==> src/rtl/mem_port_arbiter.sv <==
// Shares one memory port between instruction fetch and data access with round-robin
// tie-breaking, a registered req/done handshake and a per-access ack timeout.
module mem_port_arbiter #(
   parameter int unsigned BUSW    = 32,
   parameter int unsigned MINDW   = 12,
   parameter int unsigned TIMEOUT = 15,
   parameter int unsigned TOW     = 4
) (
   input  logic             clk,
   input  logic             rst_n,
   input  logic             if_req,
   input  logic [MINDW-1:0] if_addr,
   output logic             if_done,
   output logic             if_err,
   output logic [BUSW-1:0]  if_rdata,
   input  logic             d_req,
   input  logic             d_we,
   input  logic [MINDW-1:0] d_addr,
   input  logic [BUSW-1:0]  d_wdata,
   output logic             d_done,
   output logic             d_err,
   output logic [BUSW-1:0]  d_rdata,
   output logic             mem_req,
   output logic             mem_we,
   output logic [MINDW-1:0] mem_addr,
   output logic [BUSW-1:0]  mem_wdata,
   input  logic [BUSW-1:0]  mem_rdata,
   input  logic             mem_ack,
   output logic             busy
);

   typedef enum logic [1:0] {StIdle, StGrantIf, StGrantD, StComplete} state_e;

   state_e           state_q, state_d;
   logic [TOW-1:0]   cnt_q, cnt_d;
   logic             last_d_q, last_d_d;   // 1: last grant went to the data port
   logic             err_q, err_d;         // timeout result carried into COMPLETE
   logic             if_done_q, if_done_d, if_err_q, if_err_d;
   logic             d_done_q, d_done_d, d_err_q, d_err_d;
   logic [BUSW-1:0]  if_rdata_q, if_rdata_d, d_rdata_q, d_rdata_d;
   logic             mem_req_q, mem_req_d, mem_we_q, mem_we_d;
   logic [MINDW-1:0] mem_addr_q, mem_addr_d;
   logic [BUSW-1:0]  mem_wdata_q, mem_wdata_d;
   logic             busy_q, busy_d;
   logic             gnt_d;
   logic [BUSW-1:0]  rdata_nxt;

   always_comb begin
      state_d     = state_q;
      cnt_d       = cnt_q;
      last_d_d    = last_d_q;
      err_d       = err_q;
      if_done_d   = 1'b0;
      if_err_d    = 1'b0;
      d_done_d    = 1'b0;
      d_err_d     = 1'b0;
      if_rdata_d  = if_rdata_q;
      d_rdata_d   = d_rdata_q;
      mem_req_d   = mem_req_q;
      mem_we_d    = mem_we_q;
      mem_addr_d  = mem_addr_q;
      mem_wdata_d = mem_wdata_q;
      gnt_d       = 1'b0;
      rdata_nxt   = '0;
      unique case (state_q)
         StIdle: begin
            cnt_d = '0;
            if (if_req || d_req) begin
               // On a tie the port that was not served last wins.
               gnt_d       = d_req && (!if_req || !last_d_q);
               last_d_d    = gnt_d;
               mem_req_d   = 1'b1;
               mem_we_d    = gnt_d && d_we;
               mem_addr_d  = gnt_d ? d_addr : if_addr;
               mem_wdata_d = gnt_d ? d_wdata : '0;
               state_d     = gnt_d ? StGrantD : StGrantIf;
            end
         end
         StGrantIf, StGrantD: begin
            cnt_d = cnt_q + TOW'(1);
            if (mem_ack || (cnt_q == TOW'(TIMEOUT - 1))) begin
               rdata_nxt = (mem_ack && !mem_we_q) ? mem_rdata : '0;
               err_d     = !mem_ack;
               mem_req_d = 1'b0;
               state_d   = StComplete;
               if (state_q == StGrantD) d_rdata_d = rdata_nxt;
               else                     if_rdata_d = rdata_nxt;
            end
         end
         StComplete: begin
            cnt_d   = '0;
            state_d = StIdle;
            if (last_d_q) begin
               d_done_d = 1'b1;
               d_err_d  = err_q;
            end else begin
               if_done_d = 1'b1;
               if_err_d  = err_q;
            end
         end
         default: state_d = StIdle;
      endcase
      busy_d = (state_d != StIdle);
   end

   always_ff @(posedge clk or negedge rst_n) begin
      if (!rst_n) begin
         state_q     <= StIdle;
         cnt_q       <= '0;
         last_d_q    <= 1'b1;
         err_q       <= 1'b0;
         if_done_q   <= 1'b0;
         if_err_q    <= 1'b0;
         d_done_q    <= 1'b0;
         d_err_q     <= 1'b0;
         if_rdata_q  <= '0;
         d_rdata_q   <= '0;
         mem_req_q   <= 1'b0;
         mem_we_q    <= 1'b0;
         mem_addr_q  <= '0;
         mem_wdata_q <= '0;
         busy_q      <= 1'b0;
      end else begin
         state_q     <= state_d;
         cnt_q       <= cnt_d;
         last_d_q    <= last_d_d;
         err_q       <= err_d;
         if_done_q   <= if_done_d;
         if_err_q    <= if_err_d;
         d_done_q    <= d_done_d;
         d_err_q     <= d_err_d;
         if_rdata_q  <= if_rdata_d;
         d_rdata_q   <= d_rdata_d;
         mem_req_q   <= mem_req_d;
         mem_we_q    <= mem_we_d;
         mem_addr_q  <= mem_addr_d;
         mem_wdata_q <= mem_wdata_d;
         busy_q      <= busy_d;
      end
   end

   assign if_done   = if_done_q;
   assign if_err    = if_err_q;
   assign if_rdata  = if_rdata_q;
   assign d_done    = d_done_q;
   assign d_err     = d_err_q;
   assign d_rdata   = d_rdata_q;
   assign mem_req   = mem_req_q;
   assign mem_we    = mem_we_q;
   assign mem_addr  = mem_addr_q;
   assign mem_wdata = mem_wdata_q;
   assign busy      = busy_q;

endmodule

==> config.mk <==
export PLATFORM = sky130hd
export DESIGN_NAME = mem_port_arbiter
export DESIGN_NICKNAME = d
export VERILOG_FILES = /design/src/rtl/mem_port_arbiter.sv
export SDC_FILE = /design/constraint.sdc
export NUM_CORES = 1
export LEC_CHECK = 0
export ABC_AREA = 1
export CAP_MARGIN = 20
export CORE_AREA = 2 2 126 104
export CTS_BUF_LIST = sky130_fd_sc_hd__clkbuf_8 sky130_fd_sc_hd__clkbuf_16
export DETAILED_ROUTE_END_ITERATION = 6
export DIE_AREA = 0 0 128 106
export PLACE_DENSITY_LB_ADDON = 0.15
export SLEW_MARGIN = 15
export SYNTH_ARGS = -nofsm -noshare
export SYNTH_HDL_FRONTEND = slang
export SYNTH_SLANG_ARGS = --single-unit
==> constraint.sdc <==
create_clock -name clk -period 1.6 [get_ports clk]
set_clock_uncertainty 0.05 [all_clocks]
set_input_delay 0.16 -clock clk [delete_from_list [all_inputs] [get_ports clk]]
set_output_delay 0.16 -clock clk [all_outputs]
set_load 0.005 [all_outputs]
==> metrics, run 1 <==
status=completed; Rows=37; max incr delay on CP=540 ps; crit path capture=d_rdata[1]; CP Launch Type=flip-flop; post-synthesis cell count=528; unrepaired setup endpoints after global routing=true; RR Endpoint=d_rdata[30]$_DFFE_PN0P_; gr ovfl total=0; die footprint=13600 um2; PwrDens=1860 nW/um2; max-cap violations=0; setup_tns=0 ps; Crit path max-delay family=buffers and inverters; Ys Warns=0; synthesized area per cell=10.0 um2; CTS sink count=123; number of port buffers=208; WS Path Type=flip-flop to primary output; GRT Overall Usage=21.0%; clock buffer depth=2; n_diodes=0; synthesized cell area=5290 um2; num ports=209; Worst-path clk slew=60 ps; fillers=971; CP Cell Sequence=clkdlybuf4s50_1; syn nets=627; HP Class=input port to asynchronous set/reset pin; crit path max fanout=2; drt pass-1 iters=5; routed len/inst=14.7 um; largest net degree at the start of global routing=46; Slew headroom=71.6%; Worst-Margin Slew=426 ps; # DRC=0; Initial Util=42.6%; RR Startpoint=cnt_q[0]$_DFF_PN0_; Unique masters post-synth=27; HPWL Detailed=9550 um; CTS buffer count=17; Routed Antenna Nets=0; critical path capture point type=primary output; area delta synth->final=57.6%; dpl cell area=7640 um2; Worst Path Arrival=1320 ps; register area share after synthesis=58.2%; minimum clock period=1530 ps; via total after detailed routing=4333; Detailed Route WL=13600 um; first-pass GRT wire length=22000 um; Levels on crit path=1; Reg2Reg Depth=8; initial DRC count=159; layout net count=854; Finished Cell Area=8340 um2; height of the die=106 um; critical path data required time=1390 ps; Placed Cells=889; Worst Hold Margin=165 ps; worst-skew pair later-pin latency=420 ps; R2R setup slack=100 ps; Die Wd=128 um; htree depth=4; crit path buf inv count=1; peak supply drop=1.04 mV; CP max stage cell=clkdlybuf4s50_1; leakage power=3.91 nW; CTS root buf=clkbuf_16; fmax=654 MHz; Yosys reg bits=123; Slew Limit Fails=0; initial antenna violation count=0; Via density=4.69; Hold Fails Final Rpt=0; Core ar.=12400 um2; final setup fails=0; Non-Filler Instances=924; vias in the first global route=4446; layout cells sized above 1=19.0%; CTS tree=built; utilization after layout=67.2%; Final Cycle Share=95.6%; gpl congestion=0.791; crit path launch=d_rdata[1]$_DFFE_PN0P_
## cell usage in the layout, fill, tap and decap left out, drive strengths merged, types with 8 or more instances in the layout
| cell type | n |
|---|---|
| nor2 | 9 |
| clkdlybuf4s50 | 206 |
| buf | 25 |
| nand3 | 9 |
| o21ai | 99 |
| clkbuf | 20 |
| nand2 | 183 |
| dfrtp | 122 |
| clkinv | 8 |
| inv | 58 |
| o211ai | 12 |
## power by group
part	leakage [nW]	total [mW]	switching, mW	internal, mW
combinational	1.97	6.22	2.81	3.40
clock	0.330	4.23	1.35	2.87
sequential	1.60	5.07	0.712	4.35
total	3.91	15.5	4.88	10.6
## per-layer routing
metal | part of all wire [%] | routed length, um | track usage (%) | vias up
li1 | - | - | - | 2126
met1 | 42 | 5730 | 25.8 | 2060
met2 | 48 | 6580 | 33.5 | 128
met3 | 7.5 | 1030 | 7.75 | 19
met4 | 2.1 | 282 | 8.71 | 0
met5 | 0 | 0 | 0 | -
## sequential cells by signal, summed over array words and instances (netlist names)
signal and cells:
state_q 2, d_rdata 32, cnt_q 4, mem_addr 12, mem_req 1, if_rdata 32, err_q 1, mem_we 1
busy 1, last_d_q 1, if_err 1, if_done 1, d_err 1, mem_wdata 32, d_done 1
## logic make-up after synthesis
group,count (synthesis),share of synthesized area [%]
buffers and inverters,84,8.16
and+or+nand+nor,202,16.0
DFF,123,58.2
xor gates and xnor gates,2,0.331
AOI/OAI and AO/OA,112,16.1
adders and majority gates,5,1.18
## worst min-delay path by stage
stage / end / slack [ps] / cells past startpoint
floorplan: busy$_DFF_PN0_ / -190 / 0
global placement: mem_wdata[10]$_DFFE_PN0P_ / 70 / 1
detailed placement: mem_wdata[3]$_DFFE_PN0P_ / 80 / 1
CTS: mem_wdata[3]$_DFFE_PN0P_ / 170 / 2
global route: mem_wdata[10]$_DFFE_PN0P_ / 190 / 2
finish: mem_wdata[3]$_DFFE_PN0P_ / 170 / 2
## synthesized netlist by cell type, drive strengths merged
| cell type | number | area (um2) |
|---|---|---|
| nand2 | 183 | 724 |
| dfrtp | 122 | 3050 |
| o21ai | 99 | 709 |
| inv | 58 | 218 |
| buf | 23 | 201 |
| o211ai | 12 | 135 |
| nand3 | 9 | 80.1 |
| nor2 | 9 | 36.3 |
| ha | 5 | 62.6 |
| clkbuf | 2 | 7.51 |
| clkinv | 1 | 5.00 |
| dfstp | 1 | 26.3 |
| nor3 | 1 | 5.00 |
| o21a | 1 | 7.51 |
| xnor2 | 1 | 8.76 |
| xor2 | 1 | 8.76 |
## stage by stage
step / setup WS [ps] / total power [mW]
3_3_place_gp: 52.5 / 11.1
5_1_grt: -4.37 / 16.4
6_report: 69.9 / 15.5
2_1_floorplan: 179 / 7.83
3_5_place_dp: -5.33 / 11.3
4_1_cts: 1.20 / 15.7
## layout make-up
| cell class | instances | area [um2] | area share, % |
|---|---|---|---|
| clock buffers | 20 | 467 | 5.60 |
| clock inverters | 12 | 193 | 2.31 |
| inverters | 59 | 223 | 2.67 |
| multi-input cells | 321 | 1780 | 21.4 |
| flip-flops and latches | 123 | 3080 | 36.9 |
| well taps | 156 | 195 | 2.34 |
| repair buffers | 233 | 2400 | 28.8 |
## timing repair
action | in CTS | in global routing
endpoints found under the hold margin | 46 | 0
resized for setup | 0 | 3
setup endpoints to repair | 0 | 30
buffers inserted | 0 | 2
hold buffers | 1 | 0
No activity file was read; power rests on OpenSTA's default activity.
==> run 2, diff against run 1 <==
SETUP_SLACK_MARGIN = 0.05   (was not set)
==> run 2 against run 1 <==
  * Cell area is 1.2% higher
  * Count of clock-buffer cells in the layout unchanged
  * Register-to-register slack hardly changed
  * Flip-flop and latch count did not move
  * Critical path depth stayed put
  * Combinational power increased by 2%
  * Global-route usage hardly changed
  * Maximum frequency increased by 0.73%
  * Largest cell class unchanged
==> metrics, run 2 (synthesized netlist as in run 1, its figures left out) <==
area delta synth->final=59.5%; Worst-path clk slew=50 ps; initial DRC count=197; status=completed; critical path data required time=1390 ps; final setup fails=0; Die Wd=128 um; worst setup margin=80.9 ps; drt pass-1 iters=4; Detailed Route WL=13900 um; routed len/inst=15.0 um; overall power=15.7 mW; # DRC=0; fillers=955; utilization after layout=68.0%; worst-skew pair later-pin latency=420 ps; Crit path max-delay family=buffers and inverters; CTS root buf=clkbuf_16; largest net degree at the start of global routing=46; Routed Antenna Nets=0; height of the die=106 um; unrepaired setup endpoints after global routing=true; layout cells sized above 1=19.7%; n_diodes=0; Worst-Margin Slew=421 ps; number of port buffers=208; initial antenna violation count=0; via total after detailed routing=4405; dpl ws=-5.33 ps; Core ar.=12400 um2; max-cap violations=0; peak supply drop=1.04 mV; HPWL Detailed=9550 um; htree depth=4; max incr delay on CP=540 ps; Finished Cell Area=8440 um2; vias in the first global route=4446; clock buffer depth=2; CP Launch Type=flip-flop; setup_tns=0 ps; leakage power=4.08 nW; CTS buffer count=17; gr ovfl total=0; Worst Hold Margin=163 ps; gpl congestion=0.791; PwrDens=1860 nW/um2; crit path buf inv count=1; Via density=4.75; Final Cycle Share=94.9%; first-pass GRT wire length=22000 um; most frequent cells in the layout=clkdlybuf4s50_1 (196), nand2_1 (170), dfrtp_1 (122); Slew Limit Fails=0; GRT Overall Usage=21.0%; CTS sink count=123; Slew headroom=71.9%; Placed Cells=889; WS Path Type=flip-flop to primary output; num ports=209; Rows=37; HP Class=input port to asynchronous set/reset pin; layout net count=858; critical path capture point type=primary output; CP max stage cell=clkdlybuf4s50_1; Initial Util=42.6%; minimum clock period=1520 ps; CP Cell Sequence=clkdlybuf4s50_1; commonest non-fill, non-tap cell in the layout=clkdlybuf4s50_1; fmax=658 MHz; Non-Filler Instances=928; Hold Fails Final Rpt=0; CTS tree=built; crit path max fanout=2; die footprint=13600 um2; Worst Path Arrival=1310 ps; dpl cell area=7640 um2
-- run 2: cell types whose count changed in the layout (fill, tap and decap cells not counted), moves of 2 or more --
cell             previous run  this run
clkdlybuf4s50_1           206       196
dlymetal6s2s_1              1        10
buf_4                      15        17
ha_1                        4         2
-- run 2: final timing paths --
path	startpoint	endpoint	slack [ps]	cells after the start
min reg2reg	mem_addr[6]$_DFFE_PN0P_	mem_addr[6]$_DFFE_PN0P_	430	2
max reg2reg	cnt_q[0]$_DFF_PN0_	d_rdata[25]$_DFFE_PN0P_	100	8
max	mem_wdata[16]$_DFFE_PN0P_	mem_wdata[16]	80	1
max in group asynchronous	rst_n	d_rdata[31]$_DFFE_PN0P_	770	3
min in group clk	d_wdata[7]	mem_wdata[7]$_DFFE_PN0P_	230	3
min	rst_n	mem_wdata[3]$_DFFE_PN0P_	160	2
-- run 2: routing by layer --
metal	global-route usage, %	routed length, um	vias up
met2	33.5	6730	136
met4	8.71	300	0
met5	0	0	-
li1	-	-	2134
met3	7.75	1020	21
met1	25.7	5830	2114
-- run 2: what timing repair did --
item,in CTS,in global routing
setup buffers,0,5
cloned,0,1
gates resized for setup,2,17
endpoints found under the setup margin,21,50
endpoints found under the hold margin,46,0
pin swaps,0,0
hold buffers,1,0
-- run 2: power breakdown --
part	total [mW]	internal [mW]	switching, mW	leakage [nW]
registers	5.06	4.35	0.712	1.60
logic	6.37	3.50	2.88	2.15
clock network	4.23	2.87	1.35	0.330
-- run 2: layout make-up --
cell class	count	area (um2)	share of cell area (%)
well taps	156	195	2.31
repair buffers	237	2470	29.3
clock inverters	12	193	2.28
flip-flops and latches	123	3080	36.5
multi-input cells	321	1810	21.4
clock buffers	20	467	5.53
inverters	59	223	2.64
